[config.mk]
export PLATFORM = sky130hd
export DESIGN_NAME = comprobador_sumador
export DESIGN_NICKNAME = d
export VERILOG_FILES = /design/src/rtl/comprobador_sumador_pkg.sv /design/src/rtl/sumador_completo.sv /design/src/rtl/comprobador_sumador.sv
export SDC_FILE = /design/constraint.sdc
export NUM_CORES = 1
export LEC_CHECK = 0
export ABC_AREA = 1
export BUFFER_PORTS_ARGS = -buffer_cell sky130_fd_sc_hd__buf_2
export CAP_MARGIN = 20
export CORE_MARGIN = 2
export CORE_UTILIZATION = 49
export DETAILED_ROUTE_END_ITERATION = 10
export PLACE_DENSITY = 0.74
export SLEW_MARGIN = 20
export SYNTH_ARGS = -nofsm -noshare
export SYNTH_HDL_FRONTEND = slang
export SYNTH_SLANG_ARGS = --single-unit
export TNS_END_PERCENT = 5
[constraint.sdc]
create_clock -name clk -period 2.28 [get_ports clk]
set_clock_uncertainty 0.1 [all_clocks]
set_input_delay 0.456 -clock clk [delete_from_list [all_inputs] [get_ports clk]]
set_output_delay 0.456 -clock clk [all_outputs]
set_load 0.01 [all_outputs]
[src/rtl/comprobador_sumador_pkg.sv]
// Shared definitions for the exhaustive full-adder checker: vector space and FSM encoding.
package comprobador_sumador_pkg;

    localparam int VEC_W   = 3;
    localparam int NUM_VEC = 8;

    typedef logic [VEC_W-1:0] vec_t;

    typedef enum logic [2:0] {
        ST_IDLE,
        ST_DRIVE,
        ST_SETTLE,
        ST_SAMPLE,
        ST_DONE
    } state_e;

endpackage

[src/rtl/sumador_completo.sv]
// Reference full adder; the checker uses one instance as its golden model.
module sumador_completo (
    input  logic a_i,
    input  logic b_i,
    input  logic cin_i,
    output logic s_o,
    output logic cout_o
);

    assign s_o    = a_i ^ b_i ^ cin_i;
    assign cout_o = (a_i & b_i) | (a_i & cin_i) | (b_i & cin_i);

endmodule

[src/rtl/comprobador_sumador.sv]
// Exhaustive full-adder checker: walks all 8 input vectors, waits SETTLE_CYCLES,
// compares the response against a golden adder and reports error count / first failure.
module comprobador_sumador
    import comprobador_sumador_pkg::*;
#(
    parameter int SETTLE_CYCLES = 2
) (
    input  logic       clk,
    input  logic       rst_n,
    input  logic       start,
    output logic       A,
    output logic       B,
    output logic       Cin,
    input  logic       S,
    input  logic       Cout,
    output logic       busy,
    output logic       done,
    output logic       pass,
    output logic [3:0] err_count,
    output logic [2:0] fail_vec,
    output logic [2:0] vec_idx
);

    localparam logic [3:0] SETTLE_LAST = (SETTLE_CYCLES == 0) ? 4'd0 : 4'(SETTLE_CYCLES - 1);
    localparam vec_t       LAST_VEC    = vec_t'(NUM_VEC - 1);

    state_e     state_q;
    vec_t       vec_q;
    vec_t       fail_q;
    logic [3:0] settle_q;
    logic [3:0] err_q;
    logic [3:0] err_d;
    logic       a_q, b_q, cin_q;
    logic       busy_q, done_q, pass_q;
    logic       exp_s, exp_cout;
    logic       mismatch;

    // Golden model is fed from the internal vector register, not the output flops.
    sumador_completo u_gold (
        .a_i    (vec_q[2]),
        .b_i    (vec_q[1]),
        .cin_i  (vec_q[0]),
        .s_o    (exp_s),
        .cout_o (exp_cout)
    );

    assign mismatch = (S != exp_s) || (Cout != exp_cout);
    assign err_d    = err_q + {3'b000, mismatch};

    always_ff @(posedge clk) begin
        if (!rst_n) begin
            state_q  <= ST_IDLE;
            vec_q    <= '0;
            fail_q   <= '0;
            settle_q <= '0;
            err_q    <= '0;
            a_q      <= 1'b0;
            b_q      <= 1'b0;
            cin_q    <= 1'b0;
            busy_q   <= 1'b0;
            done_q   <= 1'b0;
            pass_q   <= 1'b0;
        end else begin
            case (state_q)
                ST_IDLE, ST_DONE: begin
                    if (start) begin
                        state_q             <= ST_DRIVE;
                        vec_q               <= '0;
                        fail_q              <= '0;
                        err_q               <= '0;
                        {a_q, b_q, cin_q}   <= '0;
                        busy_q              <= 1'b1;
                        done_q              <= 1'b0;
                        pass_q              <= 1'b0;
                    end
                end
                ST_DRIVE: begin
                    settle_q <= '0;
                    state_q  <= (SETTLE_CYCLES == 0) ? ST_SAMPLE : ST_SETTLE;
                end
                ST_SETTLE: begin
                    if (settle_q == SETTLE_LAST) state_q <= ST_SAMPLE;
                    else                         settle_q <= settle_q + 4'd1;
                end
                ST_SAMPLE: begin
                    err_q <= err_d;
                    if (mismatch && err_q == 4'd0) fail_q <= vec_q;
                    if (vec_q == LAST_VEC) begin
                        // Final vector: park outputs at zero and publish the verdict.
                        state_q           <= ST_DONE;
                        {a_q, b_q, cin_q} <= '0;
                        busy_q            <= 1'b0;
                        done_q            <= 1'b1;
                        pass_q            <= (err_d == 4'd0);
                    end else begin
                        state_q           <= ST_DRIVE;
                        vec_q             <= vec_q + 3'd1;
                        {a_q, b_q, cin_q} <= vec_q + 3'd1;
                    end
                end
                default: state_q <= ST_IDLE;
            endcase
        end
    end

    assign A         = a_q;
    assign B         = b_q;
    assign Cin       = cin_q;
    assign busy      = busy_q;
    assign done      = done_q;
    assign pass      = pass_q;
    assign err_count = err_q;
    assign fail_vec  = fail_q;
    assign vec_idx   = vec_q;

endmodule

==> Word level (Yosys, flattened, before mapping) <==
Index checks and enable logic that the tools add are counted.
{ "classes": {"mux": 27, "n_eq_ne": 14, "order_cmp": 0, "n_bitwise": 7, "n_div": 0, "mul": 0, "shift": 0, "n_reduce_logical": 14, "addsub": 3} }
{ "op_table": {"columns": ["operator", "n"], "rows": [
  ["3-bit 2-to-1 mux", 6],
  ["4-bit case mux with 2 select lines", 2],
  ["2-bit inequality test, second input constant", 6],
  ["1-bit case mux with 2 select lines", 6],
  ["3-bit case mux with 2 select lines", 2],
  ["3-bit case mux with 4 select lines", 1],
  ["3-bit AND reduction", 3],
  ["4-bit logical NOT", 2],
  ["1-bit 2-to-1 mux", 8],
  ["4-bit 2-to-1 mux", 2],
  ["3-bit by 2-bit equality test with 1-bit output, second input constant", 2],
  ["3-bit equality test, second input constant", 2],
  ["2-bit AND reduction", 3],
  ["4-bit by 1-bit adder with 4-bit output", 1],
  ["4-bit by 1-bit adder with 4-bit output, second input constant", 1],
  ["4-bit by 1-bit equality test with 1-bit output, second input constant", 1],
  ["2-bit nonzero test", 2],
  ["3-bit by 1-bit adder with 3-bit output, second input constant", 1],
  ["1-bit bitwise AND", 3],
  ["3-bit by 1-bit equality test with 1-bit output, second input constant", 1],
  ["3-bit logical NOT", 1],
  ["1-bit inequality test", 2],
  ["1-bit bitwise OR", 2],
  ["2-bit OR reduction", 1],
  ["3 further kinds", 4]
]} }
{ "word_totals": {"latchBits": 0, "mem_bits_rw": 0, "in_bits": 5, "rom_bits": 0, "output_inout_bits": 16, "ff_bits": 23, "memories": 0} }

==> Longest topological paths before layout <==
Gate-level depths: netlist of run 1.
{ "logic_depth": {"ltp_word": 9, "mapped_depth": 12, "depth_no_buf": 12} }

==> Hierarchy <==
From an unflattened synthesis of run 1, not the netlist that was laid out.
{ "hier_totals": {"hier_cells": 151, "area_unflattened_um2": 1101.1} }
{ "modules_own_cells": {"columns": ["module", "area_per_inst_um2", "cells_per_inst", "n_inst", "seq_area_each_um2"], "rows": [
  ["comprobador_sumador", 1081.0, 150, 1, 460.4],
  ["sumador_completo", 20.0, 1, 1, 0.0]
]} }

==> Least setup slack after synthesis of run 1 <==
Ideal clock, no wire load.
{ "synth_path": {"kind": "register to register", "from": "register vec_q[0], in the netlist vec_idx[0]", "to": "register pass_q, in the netlist pass", "stages_incl_launch_ff": 12, "n_path_buf": 0, "required_time_ps": 2110, "t_arrival_ps": 1965, "slack_ps": 146, "synth_period_minus_slack_ps": 2134, "path_cell_list": "dfxtp_1 inv_1 fa_1 nand2_1 nand2_1 nand2_1 ha_1 ha_1 xor2_1 nor3_1 nand3_1 a21oi_1"} }
{ "synth_via": {"elab_chain_len": 9, "elab_cells_between_ends": 15, "classes_between": "1 x add/sub; 4 x eq/ne; 2 x mux; 5 x bitwise; 3 x reduce/logical"} }
{ "synth_lines": {"columns": ["item", "line_no", "rtl"], "rows": [
  ["from (decl)", "comprobador_sumador.sv:28", "vec_t vec_q;"],
  ["from (signal assigned)", "comprobador_sumador.sv:97", "vec_q <= vec_q + 3'd1;"],
  ["1-bit bitwise AND", "sumador_completo.sv:11", "assign cout_o = (a_i & b_i) | (a_i & cin_i) | (b_i & cin_i);"],
  ["1-bit bitwise OR (2 in series)", "sumador_completo.sv:11", null],
  ["1-bit inequality test", "comprobador_sumador.sv:47", "assign mismatch = (S != exp_s) || (Cout != exp_cout);"],
  ["1-bit logical OR", "comprobador_sumador.sv:47", null],
  ["4-bit by 1-bit adder with 4-bit output", "comprobador_sumador.sv:48", "assign err_d = err_q + {3'b000, mismatch};"],
  ["4-bit logical NOT", "comprobador_sumador.sv:94", "pass_q <= (err_d == 4'd0);"],
  ["1-bit 2-to-1 mux", "comprobador_sumador.sv:88", "if (vec_q == LAST_VEC) begin"],
  ["1-bit case mux with 2 select lines", "comprobador_sumador.sv:64", "case (state_q)"],
  ["to (signal assigned)", "comprobador_sumador.sv:94", null],
  ["to (decl)", "comprobador_sumador.sv:34", "logic busy_q, done_q, pass_q;"]
]} }
Several ways; a longest one is shown, not always the timed one. The select of a mux whose other input is x is not followed.
A chain may end at the register's enable or synchronous reset.

==> Worst setup path in the final report of run 1 <==
{ "layout_path": {"from": "register vec_q[1], in the netlist vec_idx[1]", "to": "register pass_q, in the netlist pass"} }
The elaborated chain is that of the path after synthesis.

==> results.sh, run 1 <==
export IMPL_synthAdderAreaFrac_pct=8.03
export IMPL_final_period_utilization_pct=97.1
export IMPL_syn_cell_area_um2=1180
export IMPL_wl_met2_mm=1.14
export IMPL_powerDensity_nw_per_um2=823
export IMPL_num_io_pins=21
export IMPL_clock_tree_root_cell="clkbuf_4"
export IMPL_p_int_mw=0.697
export IMPL_combPwrFrac_pct=37.6
export IMPL_wl_met3_um=88
export IMPL_grt_max_degree=17
export IMPL_die_area_um2=2820
export IMPL_status="finished, final reports clean"
export IMPL_grt_pass1_vias=963
export IMPL_cts_tree="built"
export IMPL_io_buffers=20
export IMPL_synth_area_mux_share_pct=0
export IMPL_clkTransAtPathRegs_ns=0.13
export IMPL_relSlewSlack_pct=64.6
export IMPL_path_cells="inv_2 -> fa_1 -> nand2_1 -> nand2_1 -> nand2_2 -> ha_4 -> ha_4 -> xor2_2 -> nor3_2 -> nand3_1 -> a21oi_2"
export IMPL_instances_no_fill=211
export IMPL_diodes=0
export IMPL_critPathArrivalTime_ns=2.36
export IMPL_num_rows=17
export IMPL_dpl_hpwl_mm=1.78
export IMPL_yosysWarnings=0
export IMPL_synth_compound_area_share_pct=10.7
export IMPL_path_max_fanout=2
export IMPL_synth_area_per_cell_um2=7.44
export IMPL_placedCellCount=205
export IMPL_vias=1097
export IMPL_synth_most_common_cell="nand2_1"
export IMPL_drv_slew=0
export IMPL_totalNegativeSetupSlack_ns=0
export IMPL_die_w_um=53.2
export IMPL_track_usage_pct=19.2
export IMPL_ys_seq_area_share_pct=38.9
export IMPL_rsz0062_at_grt="true"
export IMPL_area_growth_pct=18.0
export IMPL_gp_congestion=0.829
export IMPL_drive_gt1_share_pct=29.0
export IMPL_yosys_area_share_simple_pct=31.7
export IMPL_grt_pass1_wl_mm=3.93
export IMPL_finalPower_mw=1.15
export IMPL_critPathMaxStageDelay_ns=0.55
export IMPL_critPathLaunchType="flop"
export IMPL_cts_path_max_buffers=2
export IMPL_fp_coreArea_um2=2250
export IMPL_detail_route_antenna_nets=0
export IMPL_end_kind="flop"
export IMPL_netlist_top_cells_count="nand2_1 (36), dfxtp_1 (23), a21oi_1 (19)"
export IMPL_synthXorXnorAreaFrac_pct=1.48
export IMPL_synth_nets=171
export IMPL_critPathRequiredTime_ns=2.43
export IMPL_nets=196
export IMPL_route_top_layer_used="met4"
export IMPL_ys_seq_elements=23
export IMPL_ctsHoldBuffers=0
export IMPL_fin_hold_ws_ns=0.320
export IMPL_nFillCells=211
export IMPL_async_flop_share_pct=0
export IMPL_ys_flop_type="dfxtp_1"
export IMPL_viasPerCell=5.20
export IMPL_synth_edf_count=0
export IMPL_hold_viol=0
export IMPL_initial_utilization_pct=52.5
export IMPL_crit_slowest_cell="fa_1"
export IMPL_met1_length_mm=1.13
export IMPL_critPathKind="reg2reg"
export IMPL_final_setup_worst_slack_ns=0.0660
export IMPL_netSwitchingPower_mw=0.452
export IMPL_hp_start="rst_n"
export IMPL_synth_distinct_cells=27
export IMPL_pre_cts_ws_ns=0.0777
export IMPL_regToRegStartpoint="vec_idx[1]"
export IMPL_grt_overflow_total=0
export IMPL_setup_viol=0
export IMPL_drv_cap=0
export IMPL_yosys_area_top_type="dfxtp_1"
export IMPL_maxClockFrequency_ghz=0.452
export IMPL_wl_per_cell_um=11.3
export IMPL_clk_latency_ns=0.31
export IMPL_dr_pass1_iters=4
export IMPL_yosys_top_cells_area="dfxtp_1 (39%), nand2_1 (11%), a21oi_1 (8.0%), ha_1 (6.3%), nor2_1 (5.4%)"
export IMPL_initialDrtViolationCount=24
export IMPL_power_frac_seq_pct=45.8
export IMPL_htree_levels=1
export IMPL_drc=0
export IMPL_cts_sinks=23
export IMPL_synth_top_family_by_area="simple AND/OR/NAND/NOR gates"
export IMPL_grt_antenna_before_repair=0
export IMPL_crit_start="vec_idx[1]"
export IMPL_numCtsBuffers=3
export IMPL_power_frac_clock_pct=16.6
export IMPL_p_leak_nw=0.647
export IMPL_routed_wl_mm=2.38
export IMPL_fin_crit_ns=2.21
export IMPL_synth_top_area_share_pct=38.9
export IMPL_peakVddDrop_v=0.000553
export IMPL_die_y_um=53.2
export IMPL_hp_class="in2reg"
export IMPL_switching_share_pct=39.3
export IMPL_worst_slew_pin_slew_ns=0.530
export IMPL_synth_cells=159
## layer usage
metal	vias up	GRT usage, %
li1	556	-
met1	508	24.7
met2	29	30.8
met3	4	2.54
met4	0	10.3
met5	-	0
## flip-flops by register name (all words and copies together), names as in the netlist, 3 cells and up
register / cells
fail_vec: 3
err_count: 4
settle_q: 4
state_q: 3
vec_idx: 3
## kinds of logic after synthesis
logic type / count (synthesis)
DFF: 23
and+or+nand+nor: 79
adders and majority gates: 7
AOI/OAI and AO/OA: 24
xor gates and xnor gates: 2
buffers and inverters: 24
## power groups by stage
stage | clock network, mW | logic (mW) | registers [mW]
final | 0.191 | 0.432 | 0.526
after global routing | 0.213 | 0.496 | 0.534
after CTS | 0.197 | 0.410 | 0.524
after detailed placement | 0 | 0.408 | 0.534
after global placement | 0 | 0.399 | 0.530
after floorplan | 0 | 0.309 | 0.535
## worst paths after layout
kind         slack [ns]     endpoint  depth (start not counted)
max                0.07         pass                         11
min                0.32  fail_vec[0]                          3
max reg2reg        0.07         pass                         11
min reg2reg        0.36            A                          2
## layout by cell type, fill, tap and decap left out
cell	instances
nand2_1	35
dfxtp_1	20
buf_2	20
a21oi_1	18
nor2_1	17
inv_1	13
nand3_1	10
nand2_2	5
inv_2	4
ha_1	4
buf_4	4
nand2_4	3
o21ai_1	3
clkbuf_4	3
dfxtp_2	3
nor3_2	2
nor3_1	2
ha_4	2
nand3_4	1
inv_4	1
xor2_2	1
clkinv_4	1
and2_0	1
nand4_1	1
xor2_1	1
or2_1	1
o31ai_1	1
nor2_2	1
o21ai_2	1
clkinv_1	1
a21oi_2	1
fa_1	1
clkbuf_1	1
## final cells by class
type / count / area (µm²) / area share, %
repair buffers: 24 / 130 / 9.32
multi-input cells: 112 / 658 / 47.1
clock buffers: 4 / 26.3 / 1.88
well taps: 28 / 35.0 / 2.51
flip-flops and latches: 23 / 464 / 33.2
inverters: 20 / 82.6 / 5.91
## critical path: cells and delay by family, from the launching register on
family          cells  cell delay, ns
buf+inv             1            0.04
flops               1            0.35
compound gates      1            0.14
fa+ha+maj           3            0.88
simple gates        5            0.49
xor+xnor            1            0.15
## timing repair
action | CTS | global route
setup endpoints to repair | 0 | 2
setup buffers | 0 | 2
resized for setup | 0 | 12
## stage by stage
step / util, % / instance area, µm²
final: 61.9 / 1400
after global routing: 61.9 / 1400
after CTS: 59.2 / 1330
after detailed placement: 58.0 / 1310
after global placement: 58.0 / 1310
after floorplan: - / 1180
(Power assumes the default switching activity.)
==> inputs of run 2 (changes only) <==
--- a/config.mk
+++ b/config.mk
@@ -12,6 +12,7 @@
 export CORE_UTILIZATION = 49
 export DETAILED_ROUTE_END_ITERATION = 10
 export PLACE_DENSITY = 0.74
+export SETUP_SLACK_MARGIN = 0.3
 export SLEW_MARGIN = 20
 export SYNTH_ARGS = -nofsm -noshare
 export SYNTH_HDL_FRONTEND = slang
==> run 2 against run 1 <==
Via count down 3.1%. Sequential power about the same. Sequential share of layout area up 0.15 points. Cell area up 0.63%. Clock power down 3%.
==> results.sh, run 2 (same netlist as run 1, synthesis figures left out) <==
export IMPL_dpl_hpwl_mm=1.74
export IMPL_die_y_um=53.2
export IMPL_htree_levels=1
export IMPL_switching_share_pct=39.2
export IMPL_routed_wl_mm=2.37
export IMPL_grt_antenna_before_repair=0
export IMPL_area_growth_pct=18.7
export IMPL_critPathArrivalTime_ns=2.28
export IMPL_power_frac_seq_pct=46.7
export IMPL_nets=194
export IMPL_p_leak_nw=0.640
export IMPL_rsz0062_at_grt="true"
export IMPL_finalPower_mw=1.13
export IMPL_combPwrFrac_pct=37.0
export IMPL_path_max_fanout=2
export IMPL_clkTransAtPathRegs_ns=0.12
export IMPL_cts_path_max_buffers=2
export IMPL_maxClockFrequency_ghz=0.468
export IMPL_power_frac_clock_pct=16.4
export IMPL_drive_gt1_share_pct=31.5
export IMPL_die_area_um2=2820
export IMPL_fin_crit_ns=2.14
export IMPL_grt_pass1_wl_mm=3.95
export IMPL_end_kind="flop"
export IMPL_wl_per_cell_um=11.3
export IMPL_drc=0
export IMPL_setup_viol=0
export IMPL_cts_sinks=23
export IMPL_fin_util_pct=62.3
export IMPL_fp_coreArea_um2=2250
export IMPL_hold_viol=0
export IMPL_status="finished, final reports clean"
export IMPL_track_usage_pct=19.3
export IMPL_critPathRequiredTime_ns=2.42
export IMPL_dr_pass1_iters=4
export IMPL_num_io_pins=21
export IMPL_vias=1063
export IMPL_nFillCells=216
export IMPL_critPathLaunchType="flop"
export IMPL_hp_class="in2reg"
export IMPL_layout_common_cells="nand2_1 (34), dfxtp_1 (20), buf_2 (20), nor2_1 (17), a21oi_1 (17)"
export IMPL_detail_route_antenna_nets=0
export IMPL_initial_utilization_pct=52.5
export IMPL_viasPerCell=5.09
export IMPL_grt_pass1_vias=884
export IMPL_drv_slew=0
export IMPL_diodes=0
export IMPL_p_int_mw=0.687
export IMPL_powerDensity_nw_per_um2=804
export IMPL_placedCellCount=203
export IMPL_critPathKind="reg2reg"
export IMPL_relSlewSlack_pct=63.1
export IMPL_io_buffers=20
export IMPL_layout_commonest_cell="nand2_1"
export IMPL_netSwitchingPower_mw=0.443
export IMPL_clock_tree_root_cell="clkbuf_4"
export IMPL_instances_no_fill=209
export IMPL_peakVddDrop_v=0.000608
export IMPL_numCtsBuffers=3
export IMPL_gp_congestion=0.758
export IMPL_clk_latency_ns=0.30
export IMPL_worst_slew_pin_slew_ns=0.554
export IMPL_die_w_um=53.2
export IMPL_grt_overflow_total=0
export IMPL_initialDrtViolationCount=35
export IMPL_final_period_utilization_pct=93.8
export IMPL_grt_max_degree=17
export IMPL_cts_tree="built"
export IMPL_drv_cap=0
export IMPL_num_rows=17
export IMPL_fin_hold_ws_ns=0.331
run 2: metrics by stage:
step / setup WS, ns / setup TNS (ns) / instance area, µm²
2_1_floorplan: 0.204 / 0 / 1190
3_3_place_gp: 0.138 / 0 / 1300
3_5_place_dp: 0.0641 / 0 / 1300
4_1_cts: 0.137 / 0 / 1380
5_1_grt: -0.0137 / -0.0137 / 1410
6_report: 0.142 / 0 / 1410
run 2: repair_timing:
| action | 4_1_cts | 5_1_grt |
|---|---|---|
| resized for setup | 8 | 6 |
| hold buffers | 0 | 0 |
| endpoints found under the setup margin | 4 | 4 |
| pin swaps | 5 | 4 |
| buffers inserted | 2 | 0 |
run 2: cell type report:
| cell class | instances | area (µm²) | area share (%) |
|---|---|---|---|
| multi-input cells | 112 | 677 | 48.2 |
| flip-flops and latches | 23 | 469 | 33.4 |
| repair buffers | 22 | 115 | 8.19 |
| inverters | 20 | 82.6 | 5.88 |
| well taps | 28 | 35.0 | 2.49 |
| clock buffers | 4 | 26.3 | 1.87 |
run 2: power by group through the flow:
| stage | clock network (mW) | logic (mW) | registers (mW) |
|---|---|---|---|
| 3_3_place_gp | 0 | 0.395 | 0.531 |
| 6_report | 0.185 | 0.418 | 0.527 |
| 5_1_grt | 0.209 | 0.483 | 0.535 |
| 3_5_place_dp | 0 | 0.401 | 0.535 |
| 2_1_floorplan | 0 | 0.310 | 0.536 |
| 4_1_cts | 0.195 | 0.418 | 0.524 |
run 2: worst max-delay path: stages, from the launching register on:
cell and delay (ns):
dfxtp_4 0.37, inv_2 0.04, fa_1 0.55, inv_1 0.05
nand2_1 0.05, nand2_1 0.07, nand2_2 0.08, ha_4 0.15
nand3_2 0.10, xor2_2 0.17, or2_1 0.21, a21oi_1 0.14
run 2: final timing paths:
path | end | from | depth (start not counted) | slack [ns]
worst max-delay path | err_count[3] | vec_idx[0] | 11 | 0.14
worst min-delay path | fail_vec[1] | rst_n | 3 | 0.33
worst max register to register | err_count[3] | vec_idx[0] | 11 | 0.14
worst min register to register | A | A | 2 | 0.37
run 2: per-layer routing:
metal  track usage, %  routed length, µm  vias up
met5                0                  0        -
met4             8.97                 41        0
met3             2.54                 82        4
met2             31.0               1100       19
met1             25.5               1140      490
li1                 -                  -      550
==> inputs of run 3 (changes only) <==
--- a/config.mk
+++ b/config.mk
@@ -12,6 +12,7 @@
 export CORE_UTILIZATION = 49
 export DETAILED_ROUTE_END_ITERATION = 10
 export PLACE_DENSITY = 0.74
+export RECOVER_POWER = 50
 export SETUP_SLACK_MARGIN = 0.3
 export SLEW_MARGIN = 20
 export SYNTH_ARGS = -nofsm -noshare
==> run 3 against run 2 <==
Cell count stayed put. Core utilization shrank 0.89 points. Global-route usage did not move. Setup slack got worse by 0.0031 ns. Power decreased by 1.3%. Critical path type unchanged. Largest cell class unchanged. Highest routed layer unchanged.
==> results.sh, run 3 (same netlist as run 1, synthesis figures left out) <==
export IMPL_maxClockFrequency_ghz=0.467
export IMPL_peakVddDrop_v=0.000609
export IMPL_dpl_hpwl_mm=1.74
export IMPL_nets=194
export IMPL_drive_gt1_share_pct=23.8
export IMPL_wl_per_cell_um=11.3
export IMPL_final_period_utilization_pct=93.9
export IMPL_area_growth_pct=17.0
export IMPL_numCtsBuffers=3
export IMPL_routed_wl_mm=2.37
export IMPL_grt_pass1_wl_mm=3.95
export IMPL_initialDrtViolationCount=27
export IMPL_cts_path_max_buffers=2
export IMPL_die_w_um=53.2
export IMPL_fp_coreArea_um2=2250
export IMPL_grt_busiest_layer="met2"
export IMPL_min_path_cells=3
export IMPL_critPathRequiredTime_ns=2.42
export IMPL_end_kind="flop"
export IMPL_cts_tree="built"
export IMPL_htree_levels=1
export IMPL_initial_utilization_pct=52.5
export IMPL_finalPower_mw=1.12
export IMPL_diodes=0
export IMPL_grt_overflow_total=0
export IMPL_placedCellCount=203
export IMPL_p_leak_nw=0.596
export IMPL_worst_r2r_cell_count=11
export IMPL_status="finished, final reports clean"
export IMPL_die_y_um=53.2
export IMPL_clock_tree_root_cell="clkbuf_4"
export IMPL_num_io_pins=21
export IMPL_clk_latency_ns=0.30
export IMPL_drv_cap=0
export IMPL_cts_sinks=23
export IMPL_rsz0062_at_grt="true"
export IMPL_gp_congestion=0.758
export IMPL_relSlewSlack_pct=63.1
export IMPL_track_usage_pct=19.3
export IMPL_layout_common_cells="nand2_1 (35), dfxtp_1 (20), nor2_1 (17), a21oi_1 (17), inv_1 (13)"
export IMPL_grt_antenna_before_repair=0
export IMPL_fin_crit_ns=2.14
export IMPL_die_area_um2=2820
export IMPL_instances_no_fill=209
export IMPL_grt_max_degree=17
export IMPL_dr_pass1_iters=4
export IMPL_path_max_fanout=2
export IMPL_met3_usage_pct=2.54
export IMPL_clkTransAtPathRegs_ns=0.12
export IMPL_critPathKind="reg2reg"
export IMPL_vias=1062
export IMPL_critPathLaunchType="flop"
export IMPL_drc=0
export IMPL_critPathArrivalTime_ns=2.28
export IMPL_worst_slew_pin_slew_ns=0.552
export IMPL_detail_route_antenna_nets=0
export IMPL_hp_class="in2reg"
export IMPL_nFillCells=223
export IMPL_use_met1_pct=25.5
export IMPL_hold_viol=0
export IMPL_powerDensity_nw_per_um2=805
export IMPL_layout_commonest_cell="nand2_1"
export IMPL_viasPerCell=5.08
export IMPL_setup_viol=0
export IMPL_num_rows=17
export IMPL_io_buffers=20
export IMPL_met2_usage_pct=31.0
export IMPL_grt_pass1_vias=884
export IMPL_drv_slew=0
## run 3: layout make-up
type                    instances  area, µm²  area share (%)
well taps                      28       35.0            2.53
flip-flops and latches         23        469            33.9
multi-input cells             112        669            48.3
repair buffers                 22        103            7.41
clock buffers                   4       26.3            1.90
inverters                      20       82.6            5.96
## run 3: path summary, 6_finish.rpt
| check | startpoint | end | slack, ns |
|---|---|---|---|
| worst max-delay path | vec_idx[0] | err_count[3] | 0.14 |
| worst max register to register | vec_idx[0] | err_count[3] | 0.14 |
| worst min register to register | A | A | 0.37 |
| worst min-delay path | rst_n | fail_vec[1] | 0.33 |
## run 3: stage by stage
step                setup slack, ns  utilization [%]  area [µm²]  hold slack [ns]  TNS (ns)
global route                -0.0137             61.4        1390            0.332   -0.0137
global placement              0.138             57.7        1300            0.347         0
finish                        0.139             61.4        1390            0.330         0
detailed placement           0.0641             57.7        1300            0.352         0
CTS                           0.137             61.2        1380            0.317         0
floorplan                     0.204                -        1190            0.352         0
## run 3: per-layer routing
layer  vias up  part of all wire [%]
li1        552                     -
met1       489                    49
met2        17                    47
met3         4                   3.0
met4         0                   1.7
met5         -                     0
## run 3: repair_timing
| action | 4_1_cts | 5_1_grt |
|---|---|---|
| hold buffers | 0 | 0 |
| buffers inserted | 2 | 0 |
| endpoints found under the hold margin | 0 | 0 |
| setup endpoints to repair | 4 | 4 |
| pin swaps | 5 | 4 |
| gates resized for setup | 8 | 6 |
## run 3: report_power, final
group          switching [mW]  total (mW)  internal, mW
Sequential             0.0653       0.526         0.461
Combinational           0.255       0.403         0.149
Clock                   0.117       0.185        0.0682
## run 3: worst max-delay path, stage by stage, from the launching register on
cell	delay (ns)
dfxtp_4	0.37
inv_2	0.04
fa_1	0.55
inv_1	0.05
nand2_1	0.05
nand2_1	0.07
nand2_2	0.08
ha_4	0.15
nand3_2	0.10
xor2_2	0.17
or2_1	0.21
a21oi_1	0.14
